$ cat config.mk
export PLATFORM = sky130hd
export DESIGN_NAME = led_7seg_scan
export DESIGN_NICKNAME = d
export VERILOG_FILES = /design/src/rtl/led_7seg_scan.sv
export SDC_FILE = /design/constraint.sdc
export NUM_CORES = 1
export LEC_CHECK = 0
export BUFFER_PORTS_ARGS = -buffer_cell sky130_fd_sc_hd__buf_2
export CAP_MARGIN = 20
export CORE_AREA = 4 4 82 84
export CTS_CLUSTER_SIZE = 16
export DETAILED_ROUTE_END_ITERATION = 8
export DIE_AREA = 0 0 86 88
export GPL_ROUTABILITY_DRIVEN = 1
export GPL_TIMING_DRIVEN = 0
export PLACE_DENSITY = 0.75
export SETUP_SLACK_MARGIN = 0.3
export SYNTH_ARGS = -nofsm -noshare
export SYNTH_HDL_FRONTEND = slang
export SYNTH_SLANG_ARGS = --single-unit
$ cat constraint.sdc
create_clock -name clk -period 1.9 [get_ports clk]
set_clock_uncertainty 0.1 [all_clocks]
set_input_delay 0.475 -clock clk [delete_from_list [all_inputs] [get_ports clk]]
set_output_delay 0.475 -clock clk [all_outputs]
set_load 0.01 [all_outputs]
$ cat src/rtl/led_7seg_scan.sv
// Multi-digit 7-segment scan controller with a double-buffered BCD word and per-slot blanking.
// Latency: seg/dig/frame_tick are registered one cycle behind the scan state; new words appear from the next frame boundary.
// Backpressure: load_ready is low while the shadow buffer holds an unapplied word and reopens the cycle after frame end.
module led_7seg_scan #(
    parameter int DIGITS   = 4,
    parameter int SCAN_DIV = 1024,
    parameter int BLANK    = 16
) (
    input  logic                  clk,
    input  logic                  rst,
    input  logic                  load_valid,
    output logic                  load_ready,
    input  logic [4*DIGITS-1:0]   load_bcd,
    input  logic [DIGITS-1:0]     load_dp,
    input  logic                  lz_en,
    output logic [7:0]            seg,
    output logic [DIGITS-1:0]     dig,
    output logic                  frame_tick
);

    localparam int DIV_W = $clog2(SCAN_DIV);
    localparam int IDX_W = (DIGITS > 1) ? $clog2(DIGITS) : 1;

    localparam logic [DIV_W-1:0] DIV_LAST  = DIV_W'(SCAN_DIV - 1);
    localparam logic [IDX_W-1:0] IDX_LAST  = IDX_W'(DIGITS - 1);
    localparam logic [DIV_W-1:0] BLANK_END = DIV_W'(BLANK);

    logic [DIV_W-1:0]    divCnt;
    logic [IDX_W-1:0]    digIdx;
    logic                frameEnd;

    logic [4*DIGITS-1:0] activeBcd;
    logic [DIGITS-1:0]   activeDp;
    logic [4*DIGITS-1:0] shadowBcd;
    logic [DIGITS-1:0]   shadowDp;
    logic                shadowFull;

    logic [DIGITS-1:0]   zeroFromHere;
    logic [3:0]          curNib;
    logic [7:0]          segNext;
    logic [DIGITS-1:0]   digNext;

    // Segment pattern for one nibble in {A,B,C,D,E,F,G} order; non-BCD values show a dash.
    function automatic logic [6:0] decodeNibble(input logic [3:0] nib);
        logic [6:0] pat;
        case (nib)
            4'd0:    pat = 7'b1111110;
            4'd1:    pat = 7'b0110000;
            4'd2:    pat = 7'b1101101;
            4'd3:    pat = 7'b1111001;
            4'd4:    pat = 7'b0110011;
            4'd5:    pat = 7'b1011011;
            4'd6:    pat = 7'b1011111;
            4'd7:    pat = 7'b1110000;
            4'd8:    pat = 7'b1111111;
            4'd9:    pat = 7'b1111011;
            default: pat = 7'b0000001;
        endcase
        return pat;
    endfunction

    // Slot divider and digit index; the index steps once per completed slot.
    always_ff @(posedge clk) begin
        if (rst) begin
            divCnt <= '0;
            digIdx <= '0;
        end else if (divCnt == DIV_LAST) begin
            divCnt <= '0;
            digIdx <= (digIdx == IDX_LAST) ? '0 : digIdx + 1'b1;
        end else begin
            divCnt <= divCnt + 1'b1;
        end
    end

    assign frameEnd   = (divCnt == DIV_LAST) && (digIdx == IDX_LAST);
    assign load_ready = ~shadowFull;

    // Shadow capture on handshake; promotion to active only at frame end so a frame never mixes words.
    // A handshake coinciding with frame end sees full=0, so that word waits for the following frame end.
    always_ff @(posedge clk) begin
        if (rst) begin
            activeBcd  <= '0;
            activeDp   <= '0;
            shadowBcd  <= '0;
            shadowDp   <= '0;
            shadowFull <= 1'b0;
        end else begin
            if (frameEnd && shadowFull) begin
                activeBcd  <= shadowBcd;
                activeDp   <= shadowDp;
                shadowFull <= 1'b0;
            end
            if (load_valid && !shadowFull) begin
                shadowBcd  <= load_bcd;
                shadowDp   <= load_dp;
                shadowFull <= 1'b1;
            end
        end
    end

    // zeroFromHere[i]: nibble i and every more-significant nibble are zero.
    for (genvar gi = 0; gi < DIGITS; gi++) begin : g_lz
        assign zeroFromHere[gi] = (activeBcd[4*DIGITS-1:4*gi] == '0);
    end

    // Next output pattern: dark during the blanking gap, otherwise the decoded selected digit.
    always_comb begin
        segNext = 8'h00;
        digNext = '0;
        curNib  = activeBcd[{digIdx, 2'b00} +: 4];
        if (divCnt >= BLANK_END) begin
            digNext[digIdx] = 1'b1;
            segNext         = {decodeNibble(curNib), activeDp[digIdx]};
            if (lz_en && (digIdx != '0) && zeroFromHere[digIdx]) begin
                segNext[7:1] = 7'd0;
            end
        end
    end

    // Registered pin drivers; frame_tick follows frame end by one cycle.
    always_ff @(posedge clk) begin
        if (rst) begin
            seg        <= 8'h00;
            dig        <= '0;
            frame_tick <= 1'b0;
        end else begin
            seg        <= segNext;
            dig        <= digNext;
            frame_tick <= frameEnd;
        end
    end

endmodule
* After elaboration in Yosys (flattened, before gate mapping) *
Memory sizes are Yosys's and may differ from the RTL's. A register that Yosys moved wholly into a read port is not among the register bits.
Index checks and enable logic that the tools add are counted.

word-level totals
  bits in registers = 59
  ROM bits = 112
  output and inout bits = 14
  logic and storage cells = 46
  memories kept = 1

cells by class
  $add $sub $neg = 2
  order comparisons = 3
  equal/unequal tests = 2
  shifts and indexed selects = 1
  multiplexer cells = 9
  bitwise logic cells = 2
  reductions and logical operators = 16

memory list
  memory            depth  width  read ports  clocked after memory_dff  wr ports  line  text
  (name not given)  16     7      1           1                         0         46    case (nib)

operators with widths
  operator                                              count
  logical NOT 16 bit                                    1
  variable part select 16 x 5 -> 4 bit                  1
  logical NOT 12 bit                                    1
  adder 10 x 1 -> 10 bit, second input constant         1
  equality test 10 bit, second input constant           1
  >= comparator 10 x 5 -> 1 bit, second input constant  1
  logical NOT 8 bit                                     1
  logical AND 1 bit                                     6
  2-to-1 mux 1 bit                                      5
  binary-select mux 1 bit (select 2 bit)                2
  logical NOT 4 bit                                     1
  nonzero test 2 bit                                    2
  OR reduction 2 bit                                    2
  < comparator 2 x 3 -> 1 bit, second input constant    1
  OR reduction 3 bit                                    1
  adder 2 x 1 -> 2 bit, second input constant           1
  demux 1 bit (select 2 bit)                            1
  equality test 2 bit, second input constant            1
  >= comparator 2 x 1 -> 1 bit, second input constant   1
  2-to-1 mux 2 bit                                      1
  NOT 1 bit                                             2
  logical NOT 1 bit                                     1

* Logic depth before layout (Yosys ltp) *
Gate-level depths: netlist (run 1).

  depth in word-level cells = 5
  mapped depth = 8

* Worst setup path after synthesis (run 1) *
No wires, ideal clock.

  path type = register -> register
  start point = reg digIdx[1]
  end point = reg seg[4]
  setup time = 146 ps
  arrival = 1667 ps
  path slack = -13 ps
  cell stages (with the launch flop) = 9
  buffers on the path = 1
  clock period less this slack = 1913 ps
  path through = dfxtp_1 -> buf_6 -> mux4_1 -> inv_1 -> ha_1 -> inv_1 -> o21ai_0 -> nand2_1 -> nor3_1

between the ends
  cells in the longest elaborated chain, start to end = 4
  elaborated cells on any way between the ends = 7
  those cells by class = 1 x shift; 2 x mux; 4 x reduce/logical

RTL lines
  element                                                                       line  text
  from (decl)                                                                   29    logic [IDX_W-1:0] digIdx;
  from (signal assigned)                                                        69    digIdx <= (digIdx == IDX_LAST) ? '0 : digIdx + 1'b1;
  binary-select mux 1 bit (select 2 bit) or nonzero test 2 bit (tied branches)  114   if (lz_en && (digIdx != '0) && zeroFromHere[digIdx]) begin
  2-to-1 mux 1 bit (not written as such) or logical AND 1 bit (tied branches)   114
  logical AND 1 bit                                                             114
  OR reduction 3 bit (no source line)                                           n/a
  to (decl)                                                                     16    output logic [7:0] seg,

Parallel ways exist; a longest one is shown, timed or not. The select of a mux whose other input is x is not followed.
A chain may end at the register's enable or synchronous reset.

* Worst setup path in the final report (run 1) *
  start point = reg digIdx[1]
  end point = reg seg[1]

Same word-level chain as after synthesis.

==> summary.md, run 1 <==
| Metric | Value |
|---|---|
| Count of different cell masters after synthesis | 37 |
| Max clock buf depth | 2 |
| WL/cell | 13.2 microns |
| Unrepaired setup endpoints after global routing | yes |
| Fmax achieved | 0.544 GHz |
| Antenna violations before repair | 0 |
| Clk_lat worst skew | 0.35 ns |
| Power Dens Cells | 753 mW/mm^2 |
| Die Width | 86 microns |
| PortBufs | 37 |
| Arr. time, crit path | 2.01 ns |
| Hold-fix buffers at CTS | 0 |
| DRT iter0 DRCs | 77 |
| Gr ovfl total | 0 |
| Detail Placement HPWL | approximately 3900 microns |
| Final net count | 403 |
| Hold Crit Class | input pin to flip-flop |
| Vias in the first global route | 2155 |
| DP Area | between 0.003 and 0.004 sq mm |
| Fin. Hold Viols | 0 |
| Largest net degree at the start of global routing | 13 |
| Total number of vias | 2213 |
| Final ANT Viol Nets | 0 |
| Antenna cell count | 0 |
| Setup Crit Path Kind | flip-flop to flip-flop |
| Post-synth EDFFs | 0 |
| Final slew viol count | 0 |
| Max VDD drop | 0.000649 V |
| Critical path launch point type | flip-flop |
| Final wirelength | approximately 5900 microns |
| Critical path peak fanout | 5 |
| Pleak | 1.43 nW |
| Post-route DRC | 0 |
| Status | completed |
| Via density | 4.95 |
| Power, Total | 2.72 mW |
| CTS sink count | 66 |
| Syn Area/Cell | 9.27 sq um |
| Fin area | 0.00361 sq mm |
| Clock slew at reported path FFs | 0.08 ns |
| Max-cap violations | 0 |
| Gpl congestion | 0.803 |
| Overall Global Routing Usage | 0.164 |
| CTS root buffer | clkbuf_8 |
| Die H | 88 microns |
| H-Tree Depth | 3 |
| Core area | 0.00592 sq mm |
| Crit. End Element | flip-flop |
| Critical Path RT | 2.07 ns |
| Post-Syn Nets | 334 |
| Post-synthesis sequential area ratio | 0.478 |
| Top FF cell, synth | dfxtp_1 |
| Worst Max-Slew Pin Slew | 0.476 ns |
| TritonCTS Buffers | 9 |
| FP Rows | 28 |
| Worst hold slack | 0.254 ns |
| CTS tree | yes |
| Final setup violating endpoints | 0 |
| First-pass GRT wire length | 9630 microns |
| Slew headroom | 0.683 |
| FF+latch count, synth | 66 |
| Fraction of registers with async set/reset | 0 |
| Starting Density | 0.466 |
| Period utilisation layout | 0.968 |
| Synth-to-Final Area Change | 30.7% |
| Mapped Area | 0.00276 sq mm |
| Period minus WS final | 1.84 ns |
| Cells after synthesis | 298 |
| Share of layout cells above drive strength 1 | 0.331 |
| Synth warnings | 0 |
| First drt pass iteration count | 4 |
| Total die area | 0.00757 sq mm |
| # IOs | 38 |
[flip-flops by register name, summed over array words and instances, names as in the netlist]
name and flops:
shadowDp 4, shadowFull 1, frame_tick 1, dig 4
shadowBcd 16, divCnt 10, digIdx 2, activeBcd 16
activeDp 4, seg 8
[power breakdown]
| part | switching (mW) | internal, mW |
|---|---|---|
| Sequential | 0.0230 | 1.41 |
| Combinational | 0.0765 | 0.0585 |
| Clock | 0.549 | 0.602 |
[through the flow]
| stage | setup slack [ns] | util | setup TNS, ns | std cells |
|---|---|---|---|---|
| 2_1_floorplan | 0.105 | - | 0 | 298 |
| 3_3_place_gp | -0.00455 | 0.520 | -0.00596 | 410 |
| 6_report | 0.0604 | 0.610 | 0 | 447 |
| 5_1_grt | -0.0196 | 0.610 | -0.0619 | 447 |
| 3_5_place_dp | -0.0229 | 0.520 | -0.0510 | 410 |
| 4_1_cts | 0.0491 | 0.579 | 0 | 439 |
[worst max-delay path, cell delays in order (launching register included)]
cell and delay (ns):
dfxtp_2 0.34, buf_6 0.12, mux4_2 0.57, ha_2 0.22
and2_1 0.13, o21a_1 0.16, nor3_1 0.12
[path summary, 6_finish.rpt]
path	startpoint	to	slack (ns)	depth (start not counted)
worst max-delay path	digIdx[1]$_SDFFE_PP0N_	seg[1]$_SDFF_PP0_	0.06	6
worst min-delay path	load_bcd[11]	shadowBcd[11]$_SDFFE_PP0P_	0.25	3
worst max register to register	digIdx[1]$_SDFFE_PP0N_	seg[1]$_SDFF_PP0_	0.06	6
worst min register to register	shadowBcd[6]$_SDFFE_PP0P_	shadowBcd[6]$_SDFFE_PP0P_	0.36	2
[final cells by class]
| cell class | instances | area (sq um) |
|---|---|---|
| Sequential cell | 66 | 1340 |
| Tap cell | 75 | 93.8 |
| Multi-Input combinational cell | 206 | 1460 |
| Inverter | 11 | 48.8 |
| Timing Repair Buffer | 58 | 358 |
| Buffer | 15 | 108 |
| Clock inverter | 7 | 70.1 |
| Clock buffer | 9 | 124 |
| Fill cell | 494 | 2310 |
[synth_stat cells, types with 4 or more instances]
library cell | instances | share of area
a21oi_1 | 25 | 0.045
and2_1 | 6 | 0.014
clkbuf_1 | 8 | 0.011
dfxtp_1 | 66 | 0.48
ha_1 | 12 | 0.054
inv_1 | 11 | 0.015
mux2i_1 | 24 | 0.087
nand2_1 | 48 | 0.065
nor2_1 | 40 | 0.054
nor3_1 | 12 | 0.022
nor4_1 | 4 | 0.0091
o21ai_0 | 4 | 0.0072
xnor2_1 | 5 | 0.016
[timing repair]
action | CTS | global route
pin swaps | 6 | 15
cloned | 2 | 0
buffers inserted | 11 | 8
setup endpoints to repair | 36 | 35
resized for setup | 18 | 36
[cell usage in the layout, fill, tap and decap left out, drive strengths merged]
| cell type | instances |
|---|---|
| o21a | 1 |
| and2 | 6 |
| a31oi | 1 |
| mux2i | 24 |
| nor2 | 40 |
| nand2 | 48 |
| or2 | 1 |
| nand2b | 1 |
| nor3 | 12 |
| xnor2 | 5 |
| ha | 12 |
| nand4 | 1 |
| nor2b | 2 |
| a211oi | 1 |
| a31o | 1 |
| buf | 64 |
| a22oi | 1 |
| nand3b | 1 |
| o21ba | 1 |
| or3 | 1 |
| inv | 11 |
| nor4 | 5 |
| mux4 | 5 |
| nand3 | 4 |
| a21oi | 25 |
| bufinv | 1 |
| dfxtp | 66 |
| o21ai | 4 |
| clkinv | 5 |
| xor2 | 2 |
| clkbuf | 18 |
| clkinvlp | 1 |
| and3b | 1 |
[cell families (layout without fill, tap and decap cells)]
kind of cell / count (synthesis) / in the layout / synth area share
buffers and inverters: 26 / 100 / 0.0476
and+or+nand+nor: 123 / 123 / 0.197
AOI/OAI and AO/OA: 35 / 35 / 0.0698
adders and majority gates: 12 / 12 / 0.0544
xor gates and xnor gates: 7 / 7 / 0.0222
DFF: 66 / 66 / 0.478
muxes: 29 / 29 / 0.130
[layer usage]
metal  global-route usage  up-vias  share of wire
met1                0.203     1020           0.47
met4               0.0849        0          0.025
met3               0.0470       13          0.051
li1                     -     1133              -
met5                    0        -              0
met2                0.261       47           0.46
No activity file was read; power rests on OpenSTA's default activity.
==> run 2: changes to the inputs <==
- RECOVER_POWER: default -> 50
==> run 2 against run 1 <==
Final cell count is the same; first-iteration DRC count grew 30%; design area shrank 0.83%; highest routed layer unchanged.
==> summary.md, run 2 (synthesis results as in run 1) <==
| Metric | Value |
|---|---|
| First-pass GRT wire length | 9630 microns (unchanged) |
| Die H | 88 microns (unchanged) |
| Commonest non-fill, non-tap cells in the layout | dfxtp_1 (57), nand2_1 (46), nor2_1 (35), mux2i_1 (24), buf_2 (24) |
| Pleak | 1.37 nW (-4.1%) |
| Final wirelength | 5900 microns (about the same) |
| Unrepaired setup endpoints after global routing | yes |
| Slew headroom | 0.682 (about the same) |
| Die Width | 86 microns (unchanged) |
| DP Area | 0.00308 sq mm (unchanged) |
| Area of the multi-input gates | 0.00145 sq mm (-0.85%) |
| Vias in the first global route | 2155 (unchanged) |
| Detail Placement HPWL | 3880 microns (unchanged) |
| Inst Count DP | 410 (unchanged) |
| Gpl congestion | 0.803 (unchanged) |
| CP max stage delay | 0.57 ns (about the same) |
| Synth-to-Final Area Change | 29.6% |
| Post-Route Setup TNS | 0 ns (unchanged) |
| DRT iter0 DRCs | 100 (+30%) |
| Total die area | 0.00757 sq mm (unchanged) |
| CTS root buffer | clkbuf_8 |
| Status | completed |
| Max clock buf depth | 2 (unchanged) |
| Fmax achieved | 0.543 GHz (about the same) |
| Antenna violations before repair | 0 (unchanged) |
| Reg2reg end | seg[1]$_SDFF_PP0_ |
| Worst hold slack | 0.255 ns (+0.000286 ns) |
| CTS sink count | 66 (unchanged) |
| Final setup violating endpoints | 0 (unchanged) |
| Crit. End Element | flip-flop |
| CTS tree | yes |
| Critical path peak fanout | 5 (unchanged) |
| Max VDD drop | 0.000648 V (about the same) |
| Power Dens Cells | 758 mW/mm^2 (+0.58%) |
| FP Rows | 28 (unchanged) |
| Fin area | 0.00358 sq mm (-0.83%) |
| CP Cell Sequence | buf_6 -> mux4_2 -> ha_2 -> and2_1 -> o21a_1 -> nor3_1 |
| Share of layout cells above drive strength 1 | 0.290 (-0.0403) |
| PortBufs | 37 (unchanged) |
| Register Area | 0.00134 sq mm (about the same) |
| Slowest stage cell on the critical path | mux4_2 |
| Final Util | 0.605 (-0.00507) |
| Biggest regs | activeBcd: 16 flops, shadowBcd: 16 flops, divCnt: 10 flops |
| Post-route DRC | 0 (unchanged) |
| Arr. time, crit path | 2.01 ns (about the same) |
| Critical R2R Launch | digIdx[1]$_SDFFE_PP0N_ |
| Overall Global Routing Usage | 0.164 (unchanged) |
| WL/cell | 13.2 microns (about the same) |
| Total number of vias | 2204 (-0.41%) |
| Period minus WS final | 1.84 ns (+0.000582 ns) |
| Hold Crit Class | input pin to flip-flop |
| First drt pass iteration count | 4 (unchanged) |
| Clk_lat worst skew | 0.35 ns (about the same) |
| Cells on Worst Hold Path | 3 (unchanged) |
| Final non-filler cell total | 447 (unchanged) |
| Worst reg2reg setup slack | 0.06 ns (about the same) |
| Final ANT Viol Nets | 0 (unchanged) |
| Commonest non-fill, non-tap cell in the layout | dfxtp_1 |
| Critical path launch point type | flip-flop |
| Final slew viol count | 0 (unchanged) |
| Critical Path RT | 2.07 ns (about the same) |
| # fillers | 508 (+2.8%) |
| Period utilisation layout | 0.969 (about the same) |
| Starting Density | 0.466 (unchanged) |
| Setup ws final | 0.0598 ns (-0.000582 ns) |
| Power, Total | 2.71 mW (-0.26%) |
| Fin. Hold Viols | 0 (unchanged) |
| Gr ovfl total | 0 (unchanged) |
| Worst Max-Slew Pin Slew | 0.476 ns (+0.000910 ns) |
| TritonCTS Buffers | 9 (unchanged) |
| Antenna cell count | 0 (unchanged) |
| Setup Crit Path Kind | flip-flop to flip-flop |
| Setup WS pre-CTS | -0.0229 ns (unchanged) |
| Via density | 4.93 (-0.41%) |
| Worst R2R Path Depth | 6 (unchanged) |
| Max-cap violations | 0 (unchanged) |
| Core area | 0.00592 sq mm (unchanged) |
| H-Tree Depth | 3 (unchanged) |
| Final net count | 403 (unchanged) |
| CP endpoint | seg[1]$_SDFF_PP0_ |
| # IOs | 38 (unchanged) |
| Clock slew at reported path FFs | 0.08 ns (about the same) |
| Largest net degree at the start of global routing | 13 (unchanged) |
| Setup crit start | digIdx[1]$_SDFFE_PP0N_ |
==> run 2: changes by cell type in the layout (fill, tap and decap cells not counted), sizes merged <==
cell	change
buf	-14
clkbuf	+14
==> run 2: power by group <==
part           leakage, nW  switching [mW]  internal (mW)
clock               0.0990           0.546          0.602
combinational        0.729          0.0761         0.0574
sequential           0.541          0.0212           1.41
total                 1.37           0.643           2.07
==> run 2: worst min path at each step <==
stage / start / end / slack [ns]
after CTS: load_bcd[5] / shadowBcd[5]$_SDFFE_PP0P_ / 0.24
after detailed placement: shadowDp[1]$_SDFFE_PP0P_ / shadowDp[1]$_SDFFE_PP0P_ / 0.35
after global routing: load_bcd[5] / shadowBcd[5]$_SDFFE_PP0P_ / 0.24
after global placement: divCnt[0]$_SDFF_PP0_ / divCnt[0]$_SDFF_PP0_ / 0.34
final: load_bcd[11] / shadowBcd[11]$_SDFFE_PP0P_ / 0.25
after floorplan: divCnt[0]$_SDFF_PP0_ / divCnt[0]$_SDFF_PP0_ / 0.33
==> run 2: what timing repair did <==
item,4_1_cts,5_1_grt
cloned,2,0
setup buffers,11,8
setup endpoints to repair,36,35
hold buffers,0,0
gates resized for setup,18,36
pin swaps,6,15
==> run 2: worst max-delay path, delay by kind of cell, from the launching register on <==
kind | cells | cell delay (ns)
muxes | 1 | 0.57
DFF | 1 | 0.34
and+or+nand+nor | 2 | 0.25
adders and majority gates | 1 | 0.22
AOI/OAI and AO/OA | 1 | 0.16
buffers and inverters | 1 | 0.12
==> run 2: cell type report <==
type	count	area share
Sequential cell	66	0.375
Inverter	11	0.0136
Buffer	15	0.0301
Clock inverter	7	0.0196
Tap cell	75	0.0262
Multi-Input combinational cell	206	0.405
Clock buffer	9	0.0346
Timing Repair Buffer	58	0.0954
==> run 2: layer usage <==
| metal | track usage | up-vias | part of all wire |
|---|---|---|---|
| li1 | - | 1133 | - |
| met1 | 0.203 | 1009 | 0.47 |
| met2 | 0.261 | 49 | 0.46 |
| met3 | 0.0470 | 13 | 0.051 |
| met4 | 0.0849 | 0 | 0.024 |
| met5 | 0 | - | 0 |
